`src/rtl/rx_frame_check.sv`:
```
// rtl/rx_frame_check.sv - UART receive frame parity and stop-bit checker
// Optional saturating error counter is built only when RX_ERR_CNT_EN is defined.
module rx_frame_check #(
  parameter int DATA_WIDTH = 8,
  parameter int CNT_WIDTH  = 8
) (
  input  logic                  CLK,
  input  logic                  RST,
  input  logic                  chk_en,
  input  logic                  bit_vld,
  input  logic [3:0]            bit_cnt,
  input  logic                  sampled_bit,
  input  logic [DATA_WIDTH-1:0] P_DATA,
  input  logic                  PAR_EN,
  input  logic [1:0]            PAR_TYP,
  input  logic                  STP_NUM,
  input  logic                  err_clr,
  output logic                  par_err,
  output logic                  stp_err,
  output logic                  frame_done,
  output logic [CNT_WIDTH-1:0]  err_cnt
);

  localparam logic [1:0] IDLE   = 2'd0;
  localparam logic [1:0] PARITY = 2'd1;
  localparam logic [1:0] STOP1  = 2'd2;
  localparam logic [1:0] STOP2  = 2'd3;

  localparam logic [3:0] DATA_IDX = 4'(DATA_WIDTH);
  localparam logic [3:0] PAR_IDX  = 4'(DATA_WIDTH + 1);

  logic [1:0] state;
  logic       par_en_q;
  logic [1:0] par_typ_q;
  logic       stp_num_q;
  logic       par_lat;
  logic       stp_lat;
  logic       exp_par;
  logic [3:0] stop1_idx;
  logic [3:0] stop2_idx;

  always_comb begin
    exp_par = 1'b0;
    case (par_typ_q)
      2'b00:   exp_par = ^P_DATA;
      2'b01:   exp_par = ~^P_DATA;
      2'b10:   exp_par = 1'b1;
      default: exp_par = 1'b0;
    endcase
  end

  // Stop bits follow the parity slot only when parity is present in this frame.
  assign stop1_idx = PAR_IDX + {3'b000, par_en_q};
  assign stop2_idx = stop1_idx + 4'd1;

  always_ff @(posedge CLK) begin
    if (RST) begin
      state      <= IDLE;
      par_en_q   <= 1'b0;
      par_typ_q  <= 2'b00;
      stp_num_q  <= 1'b0;
      par_lat    <= 1'b0;
      stp_lat    <= 1'b0;
      par_err    <= 1'b0;
      stp_err    <= 1'b0;
      frame_done <= 1'b0;
    end else begin
      frame_done <= 1'b0;
      if (!chk_en) begin
        state <= IDLE;
      end else if (bit_vld) begin
        case (state)
          IDLE: begin
            if (bit_cnt == DATA_IDX) begin
              par_en_q  <= PAR_EN;
              par_typ_q <= PAR_TYP;
              stp_num_q <= STP_NUM;
              par_lat   <= 1'b0;
              stp_lat   <= 1'b0;
              state     <= PAR_EN ? PARITY : STOP1;
            end
          end
          PARITY: begin
            if (bit_cnt == PAR_IDX) begin
              par_lat <= (sampled_bit != exp_par);
              state   <= STOP1;
            end
          end
          STOP1: begin
            if (bit_cnt == stop1_idx) begin
              if (stp_num_q) begin
                stp_lat <= ~sampled_bit;
                state   <= STOP2;
              end else begin
                frame_done <= 1'b1;
                par_err    <= par_lat;
                stp_err    <= ~sampled_bit;
                state      <= IDLE;
              end
            end
          end
          STOP2: begin
            if (bit_cnt == stop2_idx) begin
              frame_done <= 1'b1;
              par_err    <= par_lat;
              stp_err    <= stp_lat | ~sampled_bit;
              state      <= IDLE;
            end
          end
          default: state <= IDLE;
        endcase
      end
    end
  end

`ifdef RX_ERR_CNT_EN
  logic [CNT_WIDTH-1:0] cnt_q;

  // Counts on the frame_done cycle itself, so a coincident err_clr wins.
  always_ff @(posedge CLK) begin
    if (RST) begin
      cnt_q <= '0;
    end else if (err_clr) begin
      cnt_q <= '0;
    end else if (frame_done && (par_err || stp_err) && (cnt_q != {CNT_WIDTH{1'b1}})) begin
      cnt_q <= cnt_q + CNT_WIDTH'(1);
    end
  end

  assign err_cnt = cnt_q;
`else
  logic unused_err_clr;
  assign unused_err_clr = err_clr;
  assign err_cnt        = '0;
`endif

endmodule

```
`config.mk`:
```
export PLATFORM = sky130hd
export DESIGN_NAME = rx_frame_check
export DESIGN_NICKNAME = d
export VERILOG_FILES = /design/src/rtl/rx_frame_check.sv
export SDC_FILE = /design/constraint.sdc
export NUM_CORES = 1
export LEC_CHECK = 0
export ABC_CLOCK_PERIOD_IN_PS = 1650
export BUFFER_PORTS_ARGS = -buffer_cell sky130_fd_sc_hd__clkbuf_2
export CORE_MARGIN = 10
export CORE_UTILIZATION = 41
export DETAILED_ROUTE_END_ITERATION = 10
export GPL_ROUTABILITY_DRIVEN = 0
export PLACE_DENSITY = 0.71
export SYNTH_ARGS = -nofsm -noshare
export SYNTH_HDL_FRONTEND = slang
export SYNTH_SLANG_ARGS = --single-unit
```
`constraint.sdc`:
```
create_clock -name CLK -period 1.65 [get_ports CLK]
set_clock_uncertainty 0.1 [all_clocks]
set_input_delay 0.165 -clock CLK [delete_from_list [all_inputs] [get_ports CLK]]
set_output_delay 0.165 -clock CLK [all_outputs]
set_load 0.005 [all_outputs]
```
# Word-level counts from Yosys, hierarchy flattened
# Index checks and enable logic that the tools add are counted.
# W data, S select, Z words.
[classes] muxes=26 n_bitwise=4 n_eq_ne=16 addsub=2 reduce_logical=14
[ops] cell="$mux W1" n=13
[ops] cell="$mux W2" n=6
[ops] cell="$ne A2 B2 Y1 const B" n=6
[ops] cell="$reduce_and A6 Y1" n=2
[ops] cell="$pmux W1 S2" n=5
[ops] cell="$reduce_and A5 Y1" n=2
[ops] cell="$eq A4 B4 Y1" n=2
[ops] cell="$eq A4 B4 Y1 const B" n=2
[ops] cell="$pmux W2 S4" n=1
[ops] cell="$reduce_xnor A8 Y1" n=1
[ops] cell="$reduce_xor A8 Y1" n=1
[ops] cell="$eq A2 B2 Y1 const B" n=3
[ops] cell="$reduce_bool A2 Y1" n=3
[ops] cell="$add A4 B1 Y4 const A" n=1
[ops] cell="$add A4 B1 Y4 const B" n=1
[ops] cell="$eq A2 B1 Y1 const B" n=2
[ops] cell="$logic_not A2 Y1" n=2
[ops] cell="$reduce_and A4 Y1" n=1
[ops] cell="$not A1 Y1" n=3
[ops] cell="$pmux W1 S3" n=1
[ops] cell="$reduce_or A3 Y1" n=1
[ops] cell="$reduce_or A2 Y1" n=1
[ops] cell="$ne A1 B1 Y1" n=1
[ops] cell="$or A1 B1 Y1" n=1
[totals] reg_bits=11 out_inout_bits=11 inputBits=22 word_cells=71

# Logic depth before layout (Yosys ltp)
# Gate-level depths: netlist (run 1).
[depth] ltp_word=5 ltp_mapped=6 mapped_depth_nobuf=5

# Worst setup path before layout (run 1)
# No wires, ideal clock.
[synth_path] kind="register to register" startpoint="register state[0]" endpoint="register par_lat" n_path_buf=1 slack_ns=0.110 stages_incl_launch_ff=6 period_less_slack_ns=1.540 arrival_time_ns=1.366 cell_sequence="dfxtp_1 > buf_6 > xnor2_2 > a31oi_2 > or4b_1 > a31oi_1"
[synth_via] elab_chain_len=3 elab_cells_between_ends=7 classes_between="3 x eq/ne; 1 x mux; 3 x reduce/logical"
[synth_lines] item="start, declared" line_no="32" source="logic [1:0] state;"
[synth_lines] item="start signal, assigned" line_no="80" source="state <= PAR_EN ? PARITY : STOP1;"
[synth_lines] item="$eq A2 B1 Y1 / $logic_not A2 Y1 (equally long branches)" line_no="72" source="case (state)"
[synth_lines] item="$ne A2 B2 Y1 (no line) / $reduce_bool A2 Y1 (equally long branches)"
[synth_lines] item="$reduce_and A5 Y1 (no line)"
[synth_lines] item="end signal, assigned" line_no="85" source="par_lat <= (sampled_bit != exp_par);"
[synth_lines] item="end, declared" line_no="36" source="logic par_lat;"
# Several ways; a longest one is shown, not always the timed one.
# A chain may end at the register's enable or synchronous reset.

# Worst setup path in the final report (run 1)
# Same ends and word-level chain as after synthesis.

==> impl_metrics.csv, run 1 <==
group,metric,value,unit
cts,cts_buffers,3,
yosys,synth_seq_cells,11,
die,die_h,63.3,um
grt,use_met2,0.155,
die,fp-row-count,15,
status,status,"complete, no violations",
detailed_routing,routed_wl,1770,um
detailed_routing,post-route-drc-count,0,
grt,grt_max_degree,10,
detailed_routing,dr.pass1.iters,4,
cts,ctsLongestPathBuffers,2,
timing,finalSetupTns,0,ns
timing,fin_crit_sh,0.928,
placed_design,dp_cells,136,
detailed_routing,via_count,664,
power,clockPowerShare,0.328,
die,die_x,63.3,um
grt,grt_pass1_vias,683,
power,internal_power,411,uW
die,coreArea,1750,um^2
die,start_util,0.441,
grt,grt_use_met3,0.0495,
run,drv_cap,0,
grt,gr-max-usage-layer,"met2",
critical_path,critPathKind,"reg2reg",
final_layout,final_common_cell,"clkbuf_2",
cts,cts_resized,0,
critical_path,start_kind,"register",
final_layout,area_growth_syn_to_layout,20.3,%
detailed_routing,routed_via_density,4.74,
cts,cts_hold_buf,0,
final_layout,antenna_cells,0,
yosys,ys.warnings.count,0,
detailed_routing,ant_nets,0,
yosys,synth.area.top_cells,"dfxtp_1, mux2i_1, xnor2_1",
yosys,synth-async-reset-ratio,0,
critical_path,cp-end-kind,"register",
critical_path,arrival,1.63,ns
timing,fmax,0.653,GHz
power,p_per_area,603,nW/um^2
cts,cts_tree,"built",
cts,cts_sinks,11,
die,die-area,4010,um^2
placed_design,postPlaceCellArea,886,um^2
timing,setup_ws,0.119,ns
grt,grt_use_met1,0.0912,
die,io_pins,33,
yosys,yosys.area.top_type,"dfxtp_1",
placed_design,dp_hpwl,1470,um
yosys,netlist_area,769,um^2
yosys,synth.top_cell.area_share,0.286,
grt,overflow,0,
cts,clk_pin_slew_worst_paths,0.07,ns
yosys,avgSynthCellArea,8.65,um^2
final_layout,final_cell_mix,"clkbuf_2, nor2_1, dfxtp_1",
final_layout,fin_cells,140,
power,combPwrFrac,0.193,
yosys,synth-seq-area-share,0.286,
final_layout,drive_gt1_frac,0.339,
power,pwr-share-seq,0.479,
timing,finalHoldViolations,0,
cts,cts_root_buf,"clkbuf_4",
power,p_sw_frac,0.265,
grt,grt_antenna_before_repair,0,
final_layout,finish.utilization,0.530,
detailed_routing,avgRoutedWirePerCell,12.7,um
placed_design,io_buffers,23,
yosys,synth_edf_count,0,
power,p_sw,148,uW
cts,post_cts_buffers,0,
final_layout,design_area,926,um^2
power,p_leak,0.366,nW
timing,grt_setup_unrepaired,"false",
grt,grt_usage,0.0901,
final_layout,final_nets,138,
cts,htree_levels,1,
timing,post-route-min-period,1.53,ns
critical_path,cp.required,1.75,ns
critical_path,path_max_fanout,4,
cts,insertion_delay,0.27,ns
yosys,ys_types,37,
power,ir_worst_vdd,0.342,mV
yosys,synth_cells,89,
detailed_routing,drt-initial-drc-count,11,
timing,slew_viol_final,0,
placed_design,place_ws,0.0729,ns
yosys,synthFlopType,"dfxtp_1",
worst_hold_path,hold_class,"in2reg",
grt,grt_pass1_wl,2990,um
timing,setup_violations,0,
[synthesized netlist by cell type, drive strengths merged, types with 2 or more instances]
| cell | n |
|---|---|
| a31oi | 2 |
| mux2i | 8 |
| a21oi | 2 |
| o21ai | 2 |
| nand3 | 4 |
| nor3 | 2 |
| and2b | 2 |
| a311oi | 2 |
| nand2 | 2 |
| buf | 10 |
| nor3b | 3 |
| o211ai | 2 |
| dfxtp | 11 |
| nand2b | 2 |
| xnor2 | 9 |
| inv | 3 |
| nor2 | 12 |
[path summary, 6_finish.rpt]
kind	to	slack, ns	start	cells after the start
worst max-delay path	par_lat$_SDFFE_PP0P_	0.12	state[0]$_SDFFE_PP0P_	4
worst min-delay path	stp_err$_SDFFE_PP0P_	0.02	sampled_bit	2
worst max register to register	par_lat$_SDFFE_PP0P_	0.12	state[0]$_SDFFE_PP0P_	4
worst min register to register	par_err$_SDFFE_PP0P_	0.40	par_err$_SDFFE_PP0P_	2
[critical path: stages, from the launching register on]
cell	delay (ns)
dfxtp_2	0.39
xnor2_2	0.13
a31oi_2	0.15
or4b_1	0.54
a31oi_1	0.16
[cells by family (layout without fill, tap and decap cells)]
| family | Yosys count | after routing | share of synthesized area |
|---|---|---|---|
| buffers and inverters | 14 | 33 | 0.117 |
| muxes | 8 | 8 | 0.104 |
| xor gates and xnor gates | 10 | 10 | 0.124 |
| DFF | 11 | 11 | 0.286 |
| other | 1 | 8 | 0.00487 |
| AOI/OAI and AO/OA | 11 | 11 | 0.107 |
| and+or+nand+nor | 34 | 34 | 0.257 |
[state kept, by name (all words and copies together), names as in the netlist]
name / count
state: 2
stp_err: 1
par_lat: 1
par_typ_q: 2
stp_num_q: 1
stp_lat: 1
par_err: 1
par_en_q: 1
frame_done: 1
[per-stage QoR]
stage	hold WS (ns)	power, mW
after floorplan	0.174	0.353
after global routing	0.0328	0.588
after detailed placement	0.315	0.379
after global placement	0.302	0.376
after CTS	0.0141	0.565
final	0.0213	0.558
[cell type report]
class,instances,area (um^2)
clock buffer,3,22.5
clock inverter,1,5.00
fill,176,820
inverter,3,11.3
multi-input combinational,71,497
sequential,11,221
tap,25,31.3
timing repair buffer,26,138
[per-layer routing]
layer  vias up  wire length, um
li1        347                -
met1       295              708
met2        17              920
met3         5              121
met4         0               20
met5         -                0
[power groups by stage]
| stage | clock network, mW | registers (mW) | logic [mW] |
|---|---|---|---|
| after floorplan | 0 | 0.273 | 0.0799 |
| after global placement | 0 | 0.274 | 0.102 |
| after detailed placement | 0 | 0.274 | 0.105 |
| after CTS | 0.192 | 0.267 | 0.106 |
| after global routing | 0.202 | 0.267 | 0.119 |
| final | 0.183 | 0.267 | 0.108 |
Power figures use the tool's default switching activity.
==> run 2: changes to the inputs <==
- PLACE_DENSITY: 0.71 -> 0.78
==> run 2 against run 1 <==
Clock power increased by 7%. Wire length fell by 1.5%. Largest cell class unchanged. Clock-buffer cell count is 1 higher. Critical path depth unchanged. Core utilization shrank 0.072 points. Final cell count is the same. Power grew 2.1%. Via count increased by 2.0%. Sequential share of layout area hardly changed. Register-to-register slack lost 0.02 ns. Setup slack worse by 0.024 ns. Largest power group unchanged. Critical path type unchanged.
==> impl_metrics.csv, run 2 (synthesis results as in run 1) <==
group,metric,value,unit
status,status,"complete, no violations",
timing,grt_setup_unrepaired,"false",
placed_design,place_ws,0.0847,ns
timing,post-route-min-period,1.56,ns
final_layout,final_nets,138,
critical_path,cp.required,1.72,ns
cts,cts_tree,"built",
placed_design,dp_hpwl,1480,um
timing,fmax,0.643,GHz
critical_path,arrival,1.62,ns
cts,cts_root_buf,"clkbuf_4",
cts,htree_levels,1,
critical_path,path_cells,"or3_1, a21oi_1, mux2i_1, nor2_1",
run,drv_cap,0,
timing,fin_crit_sh,0.943,
critical_path,cp-startpoint,"state[1]$_SDFFE_PP0P_",
critical_path,cp-end-kind,"register",
cts,cts_hold_buf,0,
power,ir_worst_vdd,0.498,mV
detailed_routing,drt-initial-drc-count,20,
detailed_routing,via_count,677,
final_layout,final_cell_mix,"clkbuf_2, nor2_1, dfxtp_1",
cts,cts_buffers,3,
grt,grt_pass1_wl,2860,um
grt,grt_antenna_before_repair,0,
critical_path,r2r-start,"state[1]$_SDFFE_PP0P_",
die,io_pins,33,
grt,grt_pass1_vias,674,
critical_path,slowest_delay,0.46,ns
cts,insertion_delay,0.28,ns
final_layout,area_growth_syn_to_layout,20.2,%
critical_path,start_kind,"register",
die,fp-row-count,15,
timing,slew_viol_final,0,
detailed_routing,dr.pass1.iters,4,
worst_hold_path,worstHoldStart,"sampled_bit",
critical_path,critPathKind,"reg2reg",
detailed_routing,routed_via_density,4.84,
grt,grt_max_degree,10,
final_layout,drive_gt1_frac,0.330,
final_layout,reg_top3,"par_typ_q: 2 flops, state: 2 flops",
cts,ctsLongestPathBuffers,2,
final_layout,final_common_cell,"clkbuf_2",
critical_path,crit_family,"simple AND/OR/NAND/NOR gates",
power,p_leak,0.365,nW
die,start_util,0.441,
grt,overflow,0,
critical_path,timing.critical_path.buf_inv,0,
detailed_routing,routed_wl,1750,um
critical_path,crit_path_top_delay_cell,"or3_1",
placed_design,io_buffers,23,
timing,finalHoldViolations,0,
worst_hold_path,hold_class,"in2reg",
die,coreArea,1750,um^2
final_layout,finish.utilization,0.530,
timing,setup_violations,0,
critical_path,path_max_fanout,9,
power,p_per_area,617,nW/um^2
die,die_x,63.3,um
timing,setup_ws,0.0949,ns
detailed_routing,avgRoutedWirePerCell,12.5,um
grt,grt_usage,0.0877,
die,die-area,4010,um^2
cts,cts_sinks,11,
cts,clk_pin_slew_worst_paths,0.08,ns
final_layout,antenna_cells,0,
timing,finalSetupTns,0,ns
detailed_routing,ant_nets,0,
detailed_routing,post-route-drc-count,0,
die,die_h,63.3,um
## run 2: cell count changes in the layout (fill, tap and decap cells not counted)
cell,change
clkbuf_1,+1
clkinv_2,-1
## run 2: worst paths after layout
| path | end | slack [ns] | cells after the start |
|---|---|---|---|
| worst min-delay path | stp_err$_SDFFE_PP0P_ | 0.02 | 2 |
| worst min register to register | par_lat$_SDFFE_PP0P_ | 0.39 | 2 |
| worst max register to register | stp_lat$_SDFFE_PP0P_ | 0.09 | 4 |
| worst max-delay path | stp_lat$_SDFFE_PP0P_ | 0.09 | 4 |
## run 2: final cells by class
cell class	count	area [um^2]
tap	25	31.3
fill	161	821
inverter	3	11.3
timing repair buffer	26	138
sequential	11	221
clock buffer	4	26.3
multi-input combinational	71	497
## run 2: timing repair
action                                  CTS  global route
setup buffers                             0             1
gates resized for setup                   0             3
endpoints found under the hold margin     0             0
endpoints found under the setup margin    0             6
## run 2: layer usage
| layer | vias to the layer above | track usage | wire length (um) |
|---|---|---|---|
| li1 | 344 | - | - |
| met1 | 307 | 0.0935 | 684 |
| met2 | 21 | 0.149 | 935 |
| met3 | 5 | 0.0371 | 96 |
| met4 | 0 | 0.0328 | 29 |
| met5 | - | 0 | 0 |
## run 2: where the power goes
part,internal (mW),leakage [nW],total [mW],switching [mW]
Sequential,0.266,0.0891,0.267,0.00113
Combinational,0.0536,0.261,0.108,0.0543
Clock,0.0940,0.0150,0.195,0.101
Total,0.414,0.365,0.570,0.156
## run 2: worst reg2reg max path: cells and delay by family, from the launching register on
| family | cells | cell delay, ns |
|---|---|---|
| multiplexers | 1 | 0.22 |
| AND/OR/NAND/NOR | 2 | 0.52 |
| AO/OA/AOI/OAI | 1 | 0.19 |
| flip-flops | 1 | 0.41 |
## run 2: per-stage QoR
stage	area [um^2]	instances	hold slack [ns]	total power, mW
final	925	140	0.0228	0.570
after global routing	925	140	0.0329	0.596
after CTS	905	139	0.0260	0.571
after detailed placement	878	135	0.311	0.380
after global placement	878	135	0.301	0.375
after floorplan	796	96	0.174	0.353
